File: src/rtl/pixel_write_arbiter.sv
// Shares the single VGA pixel-write port between a full-screen clear sweep,
// the food spawner and the snake engine (clear first, then food/snake round-robin).
module pixel_write_arbiter #(
  parameter int WIDTH  = 160,
  parameter int HEIGHT = 120
) (
  input  logic       clk,
  input  logic       reset_n,

  input  logic       clear_start,
  input  logic [2:0] clear_colour,
  output logic       clear_busy,
  output logic       clear_done,

  input  logic       food_req,
  input  logic [7:0] food_x,
  input  logic [6:0] food_y,
  input  logic [2:0] food_colour,
  output logic       food_gnt,

  input  logic       snake_req,
  input  logic [7:0] snake_x,
  input  logic [6:0] snake_y,
  input  logic [2:0] snake_colour,
  output logic       snake_gnt,

  output logic [7:0] vga_x,
  output logic [6:0] vga_y,
  output logic [2:0] vga_colour,
  output logic       vga_plot
);

  typedef enum logic {
    IDLE,
    CLEAR
  } state_t;

  localparam logic [7:0] X_LAST  = 8'(WIDTH - 1);
  localparam logic [6:0] Y_LAST  = 7'(HEIGHT - 1);
  localparam logic [8:0] X_LIMIT = 9'(WIDTH);
  localparam logic [7:0] Y_LIMIT = 8'(HEIGHT);

  state_t     state;
  state_t     next_state;
  logic [7:0] cx;
  logic [6:0] cy;
  logic [2:0] fill_colour;
  logic       last_snake;
  logic       sweep_last;
  logic       food_in_range;
  logic       snake_in_range;

  assign sweep_last     = (cx == X_LAST) && (cy == Y_LAST);
  assign food_in_range  = ({1'b0, food_x} < X_LIMIT) && ({1'b0, food_y} < Y_LIMIT);
  assign snake_in_range = ({1'b0, snake_x} < X_LIMIT) && ({1'b0, snake_y} < Y_LIMIT);
  assign clear_busy     = (state == CLEAR);

  // On a tie the requester that was not served last wins.
  always_comb begin
    next_state = state;
    food_gnt   = 1'b0;
    snake_gnt  = 1'b0;
    case (state)
      IDLE: begin
        if (food_req && (!snake_req || last_snake)) begin
          food_gnt = 1'b1;
        end else if (snake_req) begin
          snake_gnt = 1'b1;
        end
        if (clear_start) begin
          next_state = CLEAR;
        end
      end
      CLEAR: begin
        if (sweep_last) begin
          next_state = IDLE;
        end
      end
      default: next_state = IDLE;
    endcase
  end

  always_ff @(posedge clk or negedge reset_n) begin
    if (!reset_n) begin
      state <= IDLE;
    end else begin
      state <= next_state;
    end
  end

  always_ff @(posedge clk or negedge reset_n) begin
    if (!reset_n) begin
      cx          <= '0;
      cy          <= '0;
      fill_colour <= '0;
    end else if (state == IDLE) begin
      if (clear_start) begin
        cx          <= '0;
        cy          <= '0;
        fill_colour <= clear_colour;
      end
    end else if (cx == X_LAST) begin
      cx <= '0;
      cy <= cy + 7'd1;
    end else begin
      cx <= cx + 8'd1;
    end
  end

  always_ff @(posedge clk or negedge reset_n) begin
    if (!reset_n) begin
      last_snake <= 1'b1;
    end else if (food_gnt) begin
      last_snake <= 1'b0;
    end else if (snake_gnt) begin
      last_snake <= 1'b1;
    end
  end

  // Out-of-range pixels are consumed and shown on the bus, but never plotted.
  always_ff @(posedge clk or negedge reset_n) begin
    if (!reset_n) begin
      vga_x      <= '0;
      vga_y      <= '0;
      vga_colour <= '0;
      vga_plot   <= 1'b0;
      clear_done <= 1'b0;
    end else begin
      clear_done <= (state == CLEAR) && sweep_last;
      if (state == CLEAR) begin
        vga_x      <= cx;
        vga_y      <= cy;
        vga_colour <= fill_colour;
        vga_plot   <= 1'b1;
      end else if (food_gnt) begin
        vga_x      <= food_x;
        vga_y      <= food_y;
        vga_colour <= food_colour;
        vga_plot   <= food_in_range;
      end else if (snake_gnt) begin
        vga_x      <= snake_x;
        vga_y      <= snake_y;
        vga_colour <= snake_colour;
        vga_plot   <= snake_in_range;
      end else begin
        vga_plot   <= 1'b0;
      end
    end
  end

endmodule

File: config.mk
export PLATFORM = sky130hd
export DESIGN_NAME = pixel_write_arbiter
export DESIGN_NICKNAME = d
export VERILOG_FILES = /design/src/rtl/pixel_write_arbiter.sv
export SDC_FILE = /design/constraint.sdc
export NUM_CORES = 1
export LEC_CHECK = 0
export BUFFER_PORTS_ARGS = -buffer_cell sky130_fd_sc_hd__buf_2
export CAP_MARGIN = 40
export CORE_UTILIZATION = 55
export DETAILED_ROUTE_END_ITERATION = 16
export PLACE_DENSITY = 0.95
export SLEW_MARGIN = 10
export SYNTH_ARGS = -nofsm -noshare
export SYNTH_HDL_FRONTEND = slang
export SYNTH_SLANG_ARGS = --single-unit
File: constraint.sdc
create_clock -name clk -period 2.45 [get_ports clk]
set_input_delay 0 -clock clk [delete_from_list [all_inputs] [get_ports clk]]
set_output_delay 0 -clock clk [all_outputs]
set_load 0.02 [all_outputs]
==> qor.txt <==
Reg2Reg Setup Slack - 0.56 ns
Share of cells above drive strength 1 - 31.3%
Worst skew pair latency - 0.30 ns
#FFs+latches synth - 40
Initial core utilization - 58.8%
Total core area - 3770 sq um
Worst-path cell chain - ha_1 > and4_1 > a41oi_1 > a21oi_1 > o21ai_0
Fin crit period - 1.89 ns
Synth-to-Final Area Change - 24.2%
FILL cells - 260
Slowest cell delay on critical path - 0.55 ns
Synth area leader - dfrtp_1
Clock root cell - clkbuf_8
Required time worst endpoint - 2.67 ns
Commonest register cell after synthesis - dfrtp_1
Initial antenna violation count - 0
Synth Cell Area - 2220 sq um
# diodes - 0
Hold Vio Cnt, Final - 0
Startpoint types - flip-flop
Port Buffer Count - 66
Synth warn - 0
Die height - 65.5 um
Post-CTS setup buffers - 0
1st-pass router iterations - 4
Drt initial violations - 106
Total global-route track usage - 30.2%
Fin crit share - 77.2%
WL/cell - 17.1 um
Clk buf depth - 2
Cells after synthesis - 222
Synth top area share - 44.0%
# IOs - 67
Setup TNS - 0 ns
Netlist cell types - 41
DR vias - 2073
Achievable Freq - 529 MHz
Number of synthesized flops with an enable pin - 0
Worst slew pin tran - 0.583 ns
Setup Skew - 0.00875 ns
Routability congestion estimate - 0.831
Largest net degree at the start of global routing - 27
CP endpoint kind - flip-flop
Syn Area/Cell - 9.98 sq um
Final core occ - 73.0%
Num CTS Buffers - 5
Worst EP arrival - 2.11 ns
Antenna Nets Post-Route - 0
Lkg Pwr - 1.33 nW
Worst Hold Class - input pin to flip-flop
Max Cap Viol - 0
Slowest cell on the critical path - a41oi_1
Ranking of synthesized cells by area - dfrtp_1, mux2i_1, o21ai_0
Maximum VDD drop - 0.631 mV
Asr flop ratio synth - 100%
Max Fanout on Critical Path - 6
Area taken by multi-input logic gates - 1080 sq um
# setup viols final - 0
CTS sink count - 40
Register Area - 1000 sq um
Power per cell area - 932 nW/um^2
Vias per inst - 6.06
Slew Viols, Final - 0
Die footprint - 4290 sq um
Critical setup path kind - flip-flop to flip-flop
First-pass GRT wire length - 9.52 mm
Cell Rows - 22
GRT Residual Overflow - 0
RSZ-0062 raised after global routing - false
Fin nets - 339
Net Count, Synth - 268
Hpwl dp - 3.96 mm
Status - finished, final reports clean
CTS tree - yes
DR DRC count - 0
Slew margin rel. - 60.6%
H-Tree Depth - 2
Register area share after synthesis - 45.2%
Worst-path clk slew - 0.08 ns
Drt total wl - 5.85 mm
Vias in the first global route - 2055
Die W - 65.5 um
-- what timing repair did --
item | CTS | global route
gates resized for setup | 0 | 0
endpoints found under the hold margin | 47 | 0
hold buffers | 6 | 0
-- flip-flops by register name (all words and copies together) (netlist names) --
| register | cells |
|---|---|
| clear_done | 1 |
| fill_colour | 3 |
| last_snake | 1 |
| clear_busy | 1 |
| vga_x | 8 |
| vga_plot | 1 |
| cx | 8 |
| cy | 7 |
| vga_y | 7 |
| vga_colour | 3 |
-- power by group --
part | internal [mW] | total, mW | leakage, nW | switching (mW)
sequential | 0.883 | 1.12 | 0.488 | 0.234
combinational | 0.354 | 0.860 | 0.775 | 0.505
clock | 0.359 | 0.589 | 0.0645 | 0.229
-- synth_stat cells, types with 2 or more instances --
| cell type | instances |
|---|---|
| a221oi_1 | 8 |
| buf_2 | 2 |
| or3_1 | 3 |
| mux2i_1 | 19 |
| nor2b_1 | 3 |
| clkbuf_1 | 5 |
| nand3_1 | 10 |
| buf_6 | 3 |
| a21oi_1 | 11 |
| dfrtp_1 | 39 |
| nor2_1 | 4 |
| xnor2_1 | 2 |
| inv_1 | 14 |
| nand2_1 | 19 |
| ha_1 | 2 |
| o31ai_1 | 8 |
| nor3_1 | 16 |
| nand2b_1 | 7 |
| nand4_1 | 4 |
| a41oi_1 | 2 |
| o21ai_0 | 17 |
| a221oi_2 | 5 |
-- critical path, delay by kind of cell, from the launching register on --
family                     cells  cell delay [ns]
AOI/OAI and AO/OA              3             0.81
adders and majority gates      1             0.28
DFF                            1             0.45
and+or+nand+nor                1             0.28
-- cells in the final DEF, fill, tap and decap left out, drive strengths merged, types with 7 or more instances in the layout --
cell type  count
mux2i         19
inv           14
nand2         20
dfrtp         39
o21ai         17
buf           70
a221oi        13
nand3         10
nand2b         7
o31ai          8
nor3          16
clkbuf         7
a21oi         11
-- layout make-up --
cell class / instances / share of cell area [%]
multi-input combinational: 156 / 39.1
clock inverter: 1 / 1.09
tap: 48 / 2.18
clock buffer: 7 / 3.50
timing repair buffer: 76 / 15.7
inverter: 14 / 1.91
sequential: 40 / 36.5
-- metrics by stage --
step	cell area, sq um	setup WS, ns	hold slack [ns]	cells	total power [mW]
6_report	2750	0.559	0.00112	342	2.56
5_1_grt	2750	0.418	0.0259	342	2.69
3_3_place_gp	2540	0.710	0.158	327	1.89
2_1_floorplan	2220	0.904	-0.296	222	1.63
4_1_cts	2750	0.614	0.00180	342	2.53
3_5_place_dp	2560	0.610	-0.0680	328	1.93
-- logic make-up after synthesis --
group	count (synthesis)	share of synthesized area, %
compound gates	54	17.7
xor+xnor	3	1.19
fa+ha+maj	2	1.13
buf+inv	26	6.21
flops	40	45.2
mux	19	8.58
simple gates	78	20.0
-- path summary, 6_finish.rpt --
check                            from          to  cells after the start
max                             cx[0]       cy[4]                      5
min                         snake_req  last_snake                      3
max reg2reg                     cx[0]       cy[4]                      5
min reg2reg                last_snake  last_snake                      2
max in group asynchronous     reset_n       cy[3]                      3
min in group asynchronous     reset_n    vga_x[5]                      2
-- routing by layer --
| layer | part of all wire (%) | GRT usage (%) | up-vias | wire, um |
|---|---|---|---|---|
| met5 | 0 | 0 | - | 0 |
| met4 | 1.7 | 13.9 | 0 | 99 |
| met3 | 6.3 | 6.25 | 13 | 369 |
| met2 | 52 | 52.8 | 102 | 3010 |
| met1 | 40 | 35.3 | 998 | 2370 |
| li1 | - | - | 960 | - |
Power figures use the tool's default switching activity.
